### src/rtl/pc_unit.sv
// ---------------------------------------------------------------------------
// pc_unit
//
// Program counter for a simple fetch stage. Every cycle one next-pc source is
// chosen by fixed priority: reset, trap, jump, branch, stall, halt check,
// then the sequential increment. A redirect is taken only if its target is a
// multiple of STEP. A misaligned redirect leaves pc and state alone, pulses
// misalign for one cycle, and does not hand over to a lower-priority redirect.
// Sequential fetch stops at HALT_ADDR (when HALT_EN is set). The unit then
// sits in HALT until an aligned redirect or a reset arrives.
//
// Parameters
//   XLEN        address width in bits (up to 64 for the address parameters)
//   RESET_ADDR  pc value loaded by reset
//   STEP        sequential increment, 1, 2 or 4 address units
//   HALT_ADDR   address at which sequential fetch stops
//   HALT_EN     1 enables the HALT_ADDR stop, 0 disables it
//
// Ports
//   clk          single clock, all state updates on its rising edge
//   rst          synchronous active-high reset
//   stall        hold pc this cycle (no effect while halted)
//   trap_en      redirect to trap_vec (highest redirect priority)
//   trap_vec     absolute trap target
//   jump_en      redirect to jump_target
//   jump_target  absolute jump target
//   branch_en    redirect to pc + branch_off
//   branch_off   signed two's-complement branch offset
//   pc           current fetch address (registered)
//   pc_plus      pc + STEP, combinational, wraps modulo 2^XLEN
//   halted       high while in HALT (decoded from the state register)
//   misalign     registered one-cycle pulse for a rejected redirect
// ---------------------------------------------------------------------------
module pc_unit #(
  parameter int unsigned     XLEN       = 32,
  parameter longint unsigned RESET_ADDR = 0,
  parameter int unsigned     STEP       = 4,
  parameter longint unsigned HALT_ADDR  = 80,
  parameter bit              HALT_EN    = 1'b1
) (
  input  logic            clk,
  input  logic            rst,
  input  logic            stall,
  input  logic            trap_en,
  input  logic [XLEN-1:0] trap_vec,
  input  logic            jump_en,
  input  logic [XLEN-1:0] jump_target,
  input  logic            branch_en,
  input  logic [XLEN-1:0] branch_off,
  output logic [XLEN-1:0] pc,
  output logic [XLEN-1:0] pc_plus,
  output logic            halted,
  output logic            misalign
);

  typedef enum logic {
    RUN  = 1'b0,
    HALT = 1'b1
  } state_t;

  // The halt address is compared at a width that holds both pc and the full
  // 64-bit parameter. An address beyond 2^XLEN then never matches, and is
  // not aliased onto a reachable pc by truncation.
  localparam int unsigned     CMP_W      = (XLEN > 64) ? XLEN : 64;
  localparam logic [XLEN-1:0] STEP_V     = XLEN'(STEP);
  localparam logic [XLEN-1:0] ALIGN_MASK = XLEN'(STEP - 1);
  localparam logic [XLEN-1:0] RESET_V    = XLEN'(RESET_ADDR);
  localparam logic [CMP_W-1:0] HALT_CMP  = CMP_W'(HALT_ADDR);

  state_t          state;
  logic            redirect_req;
  logic [XLEN-1:0] redirect_tgt;
  logic            redirect_ok;
  logic            halt_hit;

  // Pick the winning redirect target. Trap beats jump, and jump beats branch.
  // Only the winner's target is checked for alignment. A misaligned winner
  // therefore blocks the lower-priority redirects instead of yielding to them.
  always_comb begin
    redirect_req = trap_en | jump_en | branch_en;
    redirect_tgt = pc + branch_off;
    if (trap_en) begin
      redirect_tgt = trap_vec;
    end else if (jump_en) begin
      redirect_tgt = jump_target;
    end
  end

  // A target is aligned when it is a multiple of STEP. STEP is restricted to
  // a power of two, so the alignment test only needs the low bits.
  assign redirect_ok = ((redirect_tgt & ALIGN_MASK) == '0);

  // The halt stop only fires when enabled and pc lands exactly on HALT_ADDR.
  assign halt_hit = HALT_EN && (CMP_W'(pc) == HALT_CMP);

  // The sequential successor wraps naturally at 2^XLEN.
  assign pc_plus = pc + STEP_V;

  // The whole next-state decision lives in one register block:
  //   - Reset wins over everything.
  //   - Then comes the winning redirect, accepted or rejected.
  //   - Then the RUN/HALT behaviour.
  // misalign is cleared on every path except a rejected redirect, so it can
  // only ever be a single-cycle pulse per rejected request. Stall is looked
  // at only in RUN; in HALT the pc holds anyway, so stall has no effect.
  always_ff @(posedge clk) begin
    if (rst) begin
      pc       <= RESET_V;
      state    <= RUN;
      misalign <= 1'b0;
    end else if (redirect_req) begin
      if (redirect_ok) begin
        pc       <= redirect_tgt;
        state    <= RUN;
        misalign <= 1'b0;
      end else begin
        misalign <= 1'b1;
      end
    end else begin
      misalign <= 1'b0;
      case (state)
        RUN: begin
          if (!stall) begin
            if (halt_hit) begin
              state <= HALT;
            end else begin
              pc <= pc_plus;
            end
          end
        end
        HALT: begin
        end
        default: begin
          state <= RUN;
        end
      endcase
    end
  end

  // halted is decoded straight from the state flop, so no input reaches it
  // combinationally.
  assign halted = (state == HALT);

endmodule
### config.mk
export PLATFORM = sky130hd
export DESIGN_NAME = pc_unit
export DESIGN_NICKNAME = d
export VERILOG_FILES = /design/src/rtl/pc_unit.sv
export SDC_FILE = /design/constraint.sdc
export NUM_CORES = 1
export LEC_CHECK = 0
export BUFFER_PORTS_ARGS = -buffer_cell sky130_fd_sc_hd__buf_2
export CORE_ASPECT_RATIO = 1.75
export CORE_MARGIN = 3
export CORE_UTILIZATION = 47
export CTS_CLUSTER_DIAMETER = 80
export DETAILED_ROUTE_END_ITERATION = 7
export PLACE_DENSITY = 0.82
export SLEW_MARGIN = 20
export SYNTH_ARGS = -nofsm -noshare
export SYNTH_HDL_FRONTEND = slang
export SYNTH_SLANG_ARGS = --single-unit
### constraint.sdc
create_clock -name clk -period 2.5 [get_ports clk]
set_input_delay 0.5 -clock clk [delete_from_list [all_inputs] [get_ports clk]]
set_output_delay 0.5 -clock clk [all_outputs]
set_load 0.02 [all_outputs]
==> impl_results.rst <==
.. list-table::
   :header-rows: 1

   * - Metric
     - Value
   * - Leading cell type by number of instances after synthesis
     - sky130_fd_sc_hd__a21oi_1
   * - Final Critical Period
     - between 2000 and 3000 ps
   * - Worst path required time
     - 2660 ps
   * - Worst hold path startpoint
     - trap_vec[22]
   * - Row count
     - between 40 and 50
   * - Switch share
     - between 40% and 50%
   * - Sequential share of power
     - ~19%
   * - Port Buffers
     - 167
   * - Net load switching power
     - approximately 0.0016 W
   * - Minimum setup slack in the final design
     - -414.1 ps
   * - Total via count in the routed design
     - 8,042
   * - Violation count after the first detailed-routing iteration
     - 1,438
   * - Die boundary height
     - 139.5 µm
   * - Post-Syn Instances
     - just under 700
   * - Critical path data arrival time
     - ~3000 ps
   * - Post-detailed-route wirelength per cell
     - ~26 µm
   * - Pin count of the biggest net entering global routing
     - 27
   * - Number of violations of the max-capacitance limit
     - 0
   * - IO Pins
     - between 150 and 200
   * - First-pass detailed-route iteration total
     - 8
   * - Final number of setup-violating endpoints
     - 45
   * - Internal power
     - about 0.0020 W
   * - Crit path capture type
     - register
   * - Unrepaired setup endpoints after global routing
     - true
   * - Hold WS
     - about 480 ps
   * - Worst hold endpoint
     - pc[22]
   * - Seq cells post-synth
     - 34
   * - R2R cell count
     - 13
   * - Ranking of synthesized cells by area
     - sky130_fd_sc_hd__dfxtp_1, sky130_fd_sc_hd__ha_1, sky130_fd_sc_hd__a21oi_1
   * - Hold path depth
     - 3
   * - Cell type with the largest total area after synthesis
     - sky130_fd_sc_hd__dfxtp_1
   * - Number of nets at the end of the flow
     - 1,149
   * - Final std cell area, no fill
     - 8237 µm²
   * - Number of diodes
     - 0
   * - Setup tns final
     - -9275 ps
   * - Transition time of the tightest slew-check pin
     - about 730 ps
   * - Endpoint of the lowest-slack register-to-register path
     - pc[15]
   * - Final Max Tran Viols
     - 0
   * - Post-synthesis async set-or-reset flop share
     - 0%
   * - All-Layer GR Usage
     - slightly above 40%
   * - Die ar.
     - 11,470 µm²
   * - CTS Buffer Depth
     - 2
   * - Final critical-path share of the clock period
     - 116.6%
   * - Cell types with the highest counts after synthesis
     - sky130_fd_sc_hd__a21oi_1, sky130_fd_sc_hd__nand2_1, sky130_fd_sc_hd__nor2_1
   * - Post-placement cell area
     - 6983 µm²
   * - Cell leakage power
     - between 3 and 4 nW
   * - Layout cells sized above 1
     - approximately half
   * - Hold Fails Final Rpt
     - 0
   * - Critical path peak fanout
     - 8
   * - Power density normalized to cell area
     - about 440 nW/µm²
   * - Critical path class
     - reg2reg
   * - Worst clock skew
     - 7.336 ps
   * - Classification of the worst-slack hold path
     - in2reg
   * - Combined area of all synthesized cells
     - between 4000 and 5000 µm²
   * - Headroom to the max-slew limit
     - 51.45%
   * - CTS H-Tree Depth
     - 2
   * - Startpoint of the most critical register-to-register path
     - pc[7]
   * - Post-Synthesis Mean Instance Area
     - between 7 and 8 µm²
   * - Relative contribution of the clock network to total power
     - approximately 18%
   * - Initial Util
     - between 40% and 50%
   * - Yosys warning total
     - 0
   * - Number of enable-type register cells in the synthesized netlist
     - 0
   * - Via count of the first global-routing pass
     - approximately 7,200
   * - Max IR drop VDD
     - about 0.30 mV
   * - Clk pin slew, worst setup/hold paths
     - 60 ps
   * - Library cell used as clock root buffer
     - sky130_fd_sc_hd__clkbuf_16
   * - Result of the run
     - finished with violations
   * - HPWL after detailed placement
     - roughly 18,000 µm
   * - Final weighted congestion in routability-driven placement
     - ~1.1
   * - Synth-to-Final Area Change
     - 72.19%
   * - Syn_nets
     - 813
   * - Kind of start point of the critical path
     - register
   * - Clock buffers created by TritonCTS
     - 5
   * - TritonCTS clock tree
     - done
   * - Predominant post-synthesis flop cell
     - sky130_fd_sc_hd__dfxtp_1
   * - Combinational share of power
     - a little over three fifths
   * - Clock latency at the later pin of the worst-skew pair
     - between 200 and 300 ps
   * - Number of distinct library cells after synthesis
     - 85
   * - Total power consumption of the routed design
     - between 0.003 and 0.004 W
   * - Share of the yosys chip area belonging to registers
     - approximately 14%
   * - First-pass GRT wire length
     - between 30,000 and 40,000 µm
   * - Sinks on Clock Net
     - 34
   * - Antenna violations before repair
     - 0
   * - R2R Setup Slk
     - -410 ps
   * - Total wire length
     - between 20,000 and 30,000 µm
   * - Final antenna-violating net count
     - 0
   * - Die X-Extent
     - approximately 82 µm
   * - Setup slack after placement
     - -382.5 ps
   * - Violated checks
     - setup timing
   * - Top-area cell type share of the netlist area
     - between 10% and 20%
   * - Post-detailed-route DRC marker count
     - 0
   * - Vias per Instance
     - 7.073
   * - Aggregate global routing overflow
     - 0
   * - Top achievable clock speed
     - 343.2 MHz
   * - Area of the core
     - around 10000 µm²
worst max-delay path by stage:
stage | startpoint | end | slack [ps] | cells past startpoint
2_1_floorplan | branch_off[0] | pc[26] | -80 | 11
3_3_place_gp | branch_off[0] | pc[24] | -420 | 11
3_5_place_dp | branch_off[0] | pc[24] | -380 | 11
4_1_cts | pc[2] | pc_plus[28] | -90 | 7
5_1_grt | pc[7] | pc[31] | -490 | 14
6_report | pc[7] | pc[15] | -410 | 13
state kept, by name, summed over array words and instances (netlist names):
signal / count
misalign: 1
halted: 1
pc: 32
cell type report:
cell class              instances  area, µm²
clock buffers                   6      138.9
fillers                       563       1673
inverters                      28      105.1
multi-input cells             567       4553
flip-flops and latches         34      719.4
well taps                     125      156.4
repair buffers                377       2564
cells by family after synthesis:
logic type	share of synthesized area, %
simple gates	25.27
buf+inv	6.722
compound gates	36.57
flops	14.23
xor+xnor	7.507
mux	0.6539
fa+ha+maj	9.051
worst max-delay path, stage by stage (launching register included):
cell                      delay, ps
sky130_fd_sc_hd__dfxtp_4        370
sky130_fd_sc_hd__buf_12         130
sky130_fd_sc_hd__buf_4          150
sky130_fd_sc_hd__nor4_4         490
sky130_fd_sc_hd__buf_4          200
sky130_fd_sc_hd__nand4_1        160
sky130_fd_sc_hd__o21ai_2        280
sky130_fd_sc_hd__buf_4          160
sky130_fd_sc_hd__buf_6          130
sky130_fd_sc_hd__or2_2          140
sky130_fd_sc_hd__buf_4          140
sky130_fd_sc_hd__nor2_1          50
sky130_fd_sc_hd__o21ai_1        240
sky130_fd_sc_hd__o32ai_2        150
power by group through the flow:
| stage | logic, W | clock network, W | registers, W |
|---|---|---|---|
| floorplan | 0.000904 | 0 | 0.000742 |
| global placement | 0.00174 | 0 | 0.000683 |
| detailed placement | 0.00177 | 0 | 0.000683 |
| CTS | 0.00187 | 0.000630 | 0.000677 |
| global route | 0.00234 | 0.000649 | 0.000705 |
| finish | 0.00226 | 0.000649 | 0.000700 |
stage by stage:
stage | instances | util, %
finish | 1137 | 83.12
floorplan | 677 | -
CTS | 1113 | 76.15
global placement | 1089 | 70.47
detailed placement | 1089 | 70.47
global route | 1137 | 83.12
placed cells by master, fill, tap and decap left out, types with 15 or more instances in the layout:
cell / n
sky130_fd_sc_hd__nand2_1: 51
sky130_fd_sc_hd__buf_4: 196
sky130_fd_sc_hd__buf_6: 25
sky130_fd_sc_hd__a21oi_1: 58
sky130_fd_sc_hd__a21o_1: 16
sky130_fd_sc_hd__xnor2_1: 16
sky130_fd_sc_hd__inv_1: 25
sky130_fd_sc_hd__buf_2: 154
sky130_fd_sc_hd__ha_1: 25
sky130_fd_sc_hd__dfxtp_1: 15
sky130_fd_sc_hd__o21ai_0: 29
sky130_fd_sc_hd__nand3_1: 23
sky130_fd_sc_hd__nor2_1: 44
layer usage:
metal / GRT usage, % / wire length [µm] / up-vias / share of wire, %
met5: 0 / 0 / - / 0
met4: 37.65 / 4062 / 0 / 14
met3: 6.865 / 3973 / 397 / 13
met2: 66.20 / 13140 / 885 / 44
met1: 42.71 / 8647 / 3533 / 29
li1: - / - / 3227 / -
what timing repair did:
item,in CTS,in global routing
gates cloned,0,0
gates resized for setup,71,111
buffers inserted,19,26
pin swaps,31,52
hold buffers,0,0
endpoints found under the setup margin,33,46
No activity file was read; power rests on OpenSTA's default activity.
